--- config.mk ---
export PLATFORM = sky130hd
export DESIGN_NAME = mul_seq_nxn
export DESIGN_NICKNAME = d
export VERILOG_FILES = /design/src/rtl/mul_seq_nxn.sv
export SDC_FILE = /design/constraint.sdc
export NUM_CORES = 1
export LEC_CHECK = 0
export BUFFER_PORTS_ARGS = -buffer_cell sky130_fd_sc_hd__buf_2
export CORE_MARGIN = 2
export CORE_UTILIZATION = 50
export DETAILED_ROUTE_END_ITERATION = 6
export GPL_TIMING_DRIVEN = 0
export PLACE_DENSITY = 0.74
export SLEW_MARGIN = 5
export SYNTH_ARGS = -nofsm -noshare
export SYNTH_HDL_FRONTEND = slang
export SYNTH_SLANG_ARGS = --single-unit
--- constraint.sdc ---
create_clock -name clk -period 2.67 [get_ports clk]
set_clock_uncertainty 0.05 [all_clocks]
set_input_delay 0.534 -clock clk [delete_from_list [all_inputs] [get_ports clk]]
set_output_delay 0.534 -clock clk [all_outputs]
set_load 0.005 [all_outputs]
--- src/rtl/mul_seq_nxn.sv ---
// Iterative radix-2 shift-add unsigned multiplier, WIDTH x WIDTH -> 2*WIDTH, one partial product per clock.
// Optional early termination on an exhausted multiplier: define MUL_SEQ_EARLY_TERM_EN.
module mul_seq_nxn #(
    parameter int WIDTH = 8
) (
    input  logic                 clk,
    input  logic                 rst,
    input  logic                 in_valid,
    output logic                 in_ready,
    input  logic [WIDTH-1:0]     in_a,
    input  logic [WIDTH-1:0]     in_b,
    output logic                 out_valid,
    input  logic                 out_ready,
    output logic [2*WIDTH-1:0]   out,
    output logic                 busy
);

    localparam int CNT_W = $clog2(WIDTH + 1);
    localparam logic [CNT_W-1:0] LAST = CNT_W'(WIDTH - 1);

    typedef enum logic [1:0] {
        IDLE = 2'd0,
        BUSY = 2'd1,
        DONE = 2'd2
    } state_t;

    state_t               r_state;
    logic [WIDTH-1:0]     r_a;
    logic [WIDTH-1:0]     r_b;
    logic [2*WIDTH-1:0]   r_acc;
    logic [2*WIDTH-1:0]   r_out;
    logic [CNT_W-1:0]     r_cnt;
    logic                 r_in_ready;
    logic                 r_out_valid;
    logic                 r_busy;

    logic [WIDTH:0]       w_sum;
    logic [2*WIDTH-1:0]   w_acc_nxt;
    logic [WIDTH-1:0]     w_b_nxt;
    logic                 w_last;
    logic [2*WIDTH-1:0]   w_result;
`ifdef MUL_SEQ_EARLY_TERM_EN
    logic [CNT_W-1:0]     w_shamt;
`endif

    // One shift-add step: the carry of the upper-half add lands in the accumulator MSB.
    always_comb begin
        w_sum     = {1'b0, r_acc[2*WIDTH-1:WIDTH]} + {1'b0, (r_b[0] ? r_a : {WIDTH{1'b0}})};
        w_acc_nxt = r_acc >> 1;
        w_acc_nxt[2*WIDTH-1:WIDTH-1] = w_sum;
        w_b_nxt   = r_b >> 1;
`ifdef MUL_SEQ_EARLY_TERM_EN
        // Remaining iterations would only add zero; right-align the partial product in one step.
        w_shamt   = LAST - r_cnt;
        w_last    = (r_cnt == LAST) || (w_b_nxt == '0);
        w_result  = w_acc_nxt >> w_shamt;
`else
        w_last    = (r_cnt == LAST);
        w_result  = w_acc_nxt;
`endif
    end

    always_ff @(posedge clk) begin
        if (rst) begin
            r_state     <= IDLE;
            r_out       <= '0;
            r_out_valid <= 1'b0;
            r_busy      <= 1'b0;
            r_cnt       <= '0;
            r_in_ready  <= 1'b1;
        end else begin
            case (r_state)
                IDLE: begin
                    if (in_valid) begin
                        r_a        <= in_a;
                        r_b        <= in_b;
                        r_acc      <= '0;
                        r_cnt      <= '0;
                        r_busy     <= 1'b1;
                        r_in_ready <= 1'b0;
                        r_state    <= BUSY;
                    end
                end
                BUSY: begin
                    r_acc <= w_acc_nxt;
                    r_b   <= w_b_nxt;
                    r_cnt <= r_cnt + CNT_W'(1);
                    if (w_last) begin
                        r_out       <= w_result;
                        r_out_valid <= 1'b1;
                        r_busy      <= 1'b0;
                        r_state     <= DONE;
                    end
                end
                DONE: begin
                    // Product held until the consumer takes it; out keeps it afterwards.
                    if (out_ready) begin
                        r_out_valid <= 1'b0;
                        r_in_ready  <= 1'b1;
                        r_state     <= IDLE;
                    end
                end
                default: begin
                    r_out_valid <= 1'b0;
                    r_busy      <= 1'b0;
                    r_in_ready  <= 1'b1;
                    r_state     <= IDLE;
                end
            endcase
        end
    end

    assign in_ready  = r_in_ready;
    assign out_valid = r_out_valid;
    assign out       = r_out;
    assign busy      = r_busy;

endmodule
# --- Word-level counts from Yosys, hierarchy flattened ---
# Index checks and enable logic that the tools add are counted.
totals:
  register_bits: 57
  in_bits: 20
  wordCells: 51
classes:
  n_reduce_logical: 10
  add_sub_neg: 2
  eq_ne: 6
  bitwise: 4
  n_mux: 20
ops:
  columns: ["cell", "n"]
  rows:
  - ["16-bit case mux with 2 select lines", 1]
  - ["3-bit AND reduction", 6]
  - ["16-bit 2-to-1 mux", 1]
  - ["8-bit 2-to-1 mux", 2]
  - ["8-bit case mux with 2 select lines", 1]
  - ["8-bit by 8-bit adder with 9-bit output", 1]
  - ["1-bit case mux with 3 select lines", 3]
  - ["4-bit case mux with 2 select lines", 1]
  - ["1-bit 2-to-1 mux", 6]
  - ["2-bit 2-to-1 mux", 3]
  - ["2-bit inequality test (second input constant)", 3]
  - ["2-bit case mux with 3 select lines", 1]
  - ["4-bit by 1-bit adder with 4-bit output (second input constant)", 1]
  - ["4-bit by 3-bit == test with 1-bit output (second input constant)", 1]
  - ["4-bit 2-to-1 mux", 1]
  - ["1-bit inverter", 4]
  - ["2-bit AND reduction", 2]
  - ["2-bit by 1-bit == test with 1-bit output (second input constant)", 1]
  - ["2-bit == test (second input constant)", 1]
  - ["2-bit logical NOT", 1]
  - ["2-bit nonzero test", 1]

# --- Longest topological paths before layout ---
depth:
  ltp_word: 3
  ltp_mapped: 8
  depth_no_buf: 7

# --- Least setup slack after synthesis ---
# No wires, ideal clock.
synth_path:
  path_type: "input -> register"
  from: "input port rst"
  to: "register r_acc[10] (enable)"
  path_stages: 2
  slack_ns: -0.197
  t_arrival_ns: 2.384
  cell_sequence: "clkbuf_1 -> nor3_1"
synth_between:
  elab_chain_len: 2
synth_rtl:
  columns: ["item", "line_no", "source"]
  rows:
  - ["from (decl)", "7", "input logic rst,"]
  - ["1-bit inverter (no line)", null, null]
  - ["3-bit AND reduction (no line)", null, null]
  - ["to (signal assigned)", "85", "r_acc <= w_acc_nxt;"]
  - ["to (decl)", "30", "logic [2*WIDTH-1:0] r_acc;"]
# Every way passes these cells.
# A chain may end at the register's enable or synchronous reset.

# --- Worst setup path after layout ---
layout_path:
  from: "register r_b[0]"
  to: "register r_out[13] (netlist: out[13])"
layout_between:
  elab_chain_len: 2
layout_rtl:
  columns: ["item", "line_no", "source"]
  rows:
  - ["from (decl)", "29", "logic [WIDTH-1:0] r_b;"]
  - ["from (signal assigned)", "76", "r_b <= in_b;"]
  - ["from (signal assigned)", "86", "r_b <= w_b_nxt;"]
  - ["8-bit 2-to-1 mux", "48", "w_sum = {1'b0, r_acc[2*WIDTH-1:WIDTH]} + {1'b0, (r_b[0] ? r_a : {WIDTH{1'b0}})};"]
  - ["8-bit by 8-bit adder with 9-bit output", "48", null]
  - ["to (signal assigned)", "89", "r_out <= w_result;"]
  - ["to (decl)", "31", "logic [2*WIDTH-1:0] r_out;"]
# Every way passes these cells.

==> results.sh <==
export IMPL_status="completed"
export IMPL_first_pass_iters=4
export IMPL_cts_root_buf="clkbuf_8"
export IMPL_hold_viol_final=0
export IMPL_power_density_nw_per_um2=554.0
export IMPL_post_route_period_util=0.9236
export IMPL_syn_area_sq_um=2524
export IMPL_netlist_instances=241
export IMPL_slowest_stage="edfxtp_1"
export IMPL_vias_per_cell=5.343
export IMPL_synth_ff_type="edfxtp_1"
export IMPL_layout_commonest_cell="nand2_1"
export IMPL_die_area_sq_um=5632
export IMPL_cp_end_kind="register"
export IMPL_vdd_drop_max_uv=339.5
export IMPL_fill_cells=418
export IMPL_antenna_found_initial=0
export IMPL_core_sq_um=4786
export IMPL_synth_top_area_frac=0.3689
export IMPL_grt_pass1_vias=1699
export IMPL_start_util=0.5273
export IMPL_multi_input_area_sq_um=1047
export IMPL_grt_pass1_wl_um=8031
export IMPL_syn_nets=271
export IMPL_startpoint_type="register"
export IMPL_yosys_top_cells_area="edfxtp_1 37%, dfxtp_1 20%, nand2_1 6.5%, ha_1 4.5%, and2_1 4.2%"
export IMPL_yosys_area_top_type="edfxtp_1"
export IMPL_wire_per_inst_um=14.27
export IMPL_fin_nets=318
export IMPL_vias=1902
export IMPL_critPathKind="register to register"
export IMPL_drt_iter0_markers=125
export IMPL_p_total_uw=1637
export IMPL_ff_latch_area_sq_um=1431
export IMPL_cts_max_level=2
export IMPL_final_cell_mix="44 x nand2_1, 38 x buf_2, 31 x edfxtp_1"
export IMPL_hold_class="input pin to register"
export IMPL_die_y_um=75.05
export IMPL_port_buffer_count=37
export IMPL_critPathRequiredTime_ns=2.83
export IMPL_synthToLayoutAreaGrowth_pct=17.10
export IMPL_grt_max_degree=20
export IMPL_utilization=0.6175
export IMPL_fin_setup_tns_ns=0
export IMPL_p_leak_uw=0.001215
export IMPL_fmax_ghz=0.4055
export IMPL_cts_clk_slew_worst_paths_ns=0.09
export IMPL_drv_cap=0
export IMPL_place_ws_ns=0.03881
export IMPL_ant_nets=0
export IMPL_die_x_um=75.05
export IMPL_yosysWarnings=0
export IMPL_place_congestion=0.8955
export IMPL_rows=25
export IMPL_hold_path_cell_count=1
export IMPL_async_flop_share=0
export IMPL_numCtsBuffers=5
export IMPL_cp_cell_sequence="and2_1 > ha_1 > fa_1 > a21o_1 > a311oi_4 > nor4b_1 > a311o_1"
export IMPL_grt_util_all_layers=0.1932
export IMPL_drc=0
export IMPL_drt_total_wl_um=5079
export IMPL_critPathArrivalTime_ns=2.62
export IMPL_avgSynthCellArea_sq_um=10.47
export IMPL_worst_pin_slew_ns=0.7503
export IMPL_clk_latency_ns=0.31
export IMPL_n_antenna_cell=0
export IMPL_cts_sinks=56
export IMPL_relSlewSlack=0.4971
export IMPL_slew_viol_final=0
export IMPL_reg2reg_depth=7
export IMPL_hpwlAfterDp_um=3559
export IMPL_synth_seq_cells=56
export IMPL_finalSetupViolCount=0
export IMPL_slowest_delay_ns=0.42
export IMPL_overflow=0
export IMPL_crit_fanout=4
export IMPL_rsz0062_at_grt="false"
export IMPL_synthDistinctLibCells=46
export IMPL_setup_slack_ns=0.2039
export IMPL_cts_tree="built"
export IMPL_ys_seq_area_frac=0.5672
export IMPL_cts_hold_buffers_added=0
export IMPL_pin_count=39
export IMPL_min_period_ns=2.466
export IMPL_synth_edff_count=31
export IMPL_cts_buffer_depth=2
export IMPL_whs_ns=0.3455
export IMPL_drive_gt1_frac=0.2215
==> area by class of cell <==
type | count | share of cell area
Sequential cell | 56 | 0.4843
Tap cell | 67 | 0.02837
Clock inverter | 2 | 0.003387
Clock buffer | 6 | 0.02794
Multi-Input combinational cell | 172 | 0.3544
Timing Repair Buffer | 40 | 0.07705
Buffer | 11 | 0.02202
Inverter | 2 | 0.002540
==> through the flow <==
stage / cells / area, sq um
2_1_floorplan: 241 / 2529
3_3_place_gp: 345 / 2798
3_5_place_dp: 346 / 2831
4_1_cts: 354 / 2924
5_1_grt: 356 / 2955
6_report: 356 / 2955
==> registers in the layout (all words and copies together) (netlist names) <==
signal and cells:
out 16, r_acc 15, r_a 8, r_b 8, r_cnt 4, r_state 2, busy 1, in_ready 1
out_valid 1
==> per-layer routing <==
layer | vias to the layer above | part of all wire | global-route usage
met1 | 897 | 0.48 | 0.2681
met4 | 0 | 0.026 | 0.08730
met5 | - | 0 | 0
met2 | 49 | 0.45 | 0.2895
met3 | 16 | 0.045 | 0.04418
li1 | 940 | - | -
==> report_power, final <==
group / switching [uW] / internal (uW)
Combinational: 117 / 81.9
Sequential: 12.5 / 950
Clock: 268 / 208
Total: 397 / 1240
==> Yosys cell counts, types with 2 or more instances <==
master    count
nand2_1      44
edfxtp_1     31
dfxtp_1      25
nor2_1       22
a21oi_1      19
and2_1       17
ha_1          9
nand3_1       8
nor3_1        8
clkbuf_1      6
a211oi_1      3
a22oi_1       3
nand2b_1      3
o211ai_1      3
o21ai_0       3
a21o_1        2
buf_4         2
buf_6         2
inv_1         2
mux2_2        2
o21a_1        2
==> worst max-delay path: cells and delay by family, from the launching register on <==
| kind | cells | cell delay, ns |
|---|---|---|
| compound gates | 3 | 0.96 |
| fa+ha+maj | 2 | 0.64 |
| flops | 1 | 0.42 |
| simple gates | 2 | 0.29 |
==> kinds of logic after synthesis <==
logic type / Yosys count / share of synthesized area
AOI/OAI and AO/OA: 46 / 0.1225
muxes: 2 / 0.008924
adders and majority gates: 10 / 0.05255
and+or+nand+nor: 112 / 0.2132
xor gates and xnor gates: 2 / 0.006942
DFF: 56 / 0.5672
buffers and inverters: 13 / 0.02875
==> path summary, 6_finish.rpt <==
| kind | from | endpoint | slack [ns] |
|---|---|---|---|
| max | r_b[0] | out[13] | 0.20 |
| min | in_a[4] | r_a[4] | 0.35 |
| max reg2reg | r_b[0] | out[13] | 0.20 |
| min reg2reg | out[0] | out[0] | 0.40 |
==> timing repair <==
item | in CTS | in global routing
setup endpoints to repair | 0 | 2
gates resized for setup | 0 | 1
buffers inserted | 0 | 2
endpoints found under the hold margin | 0 | 0
(Power assumes the default switching activity.)
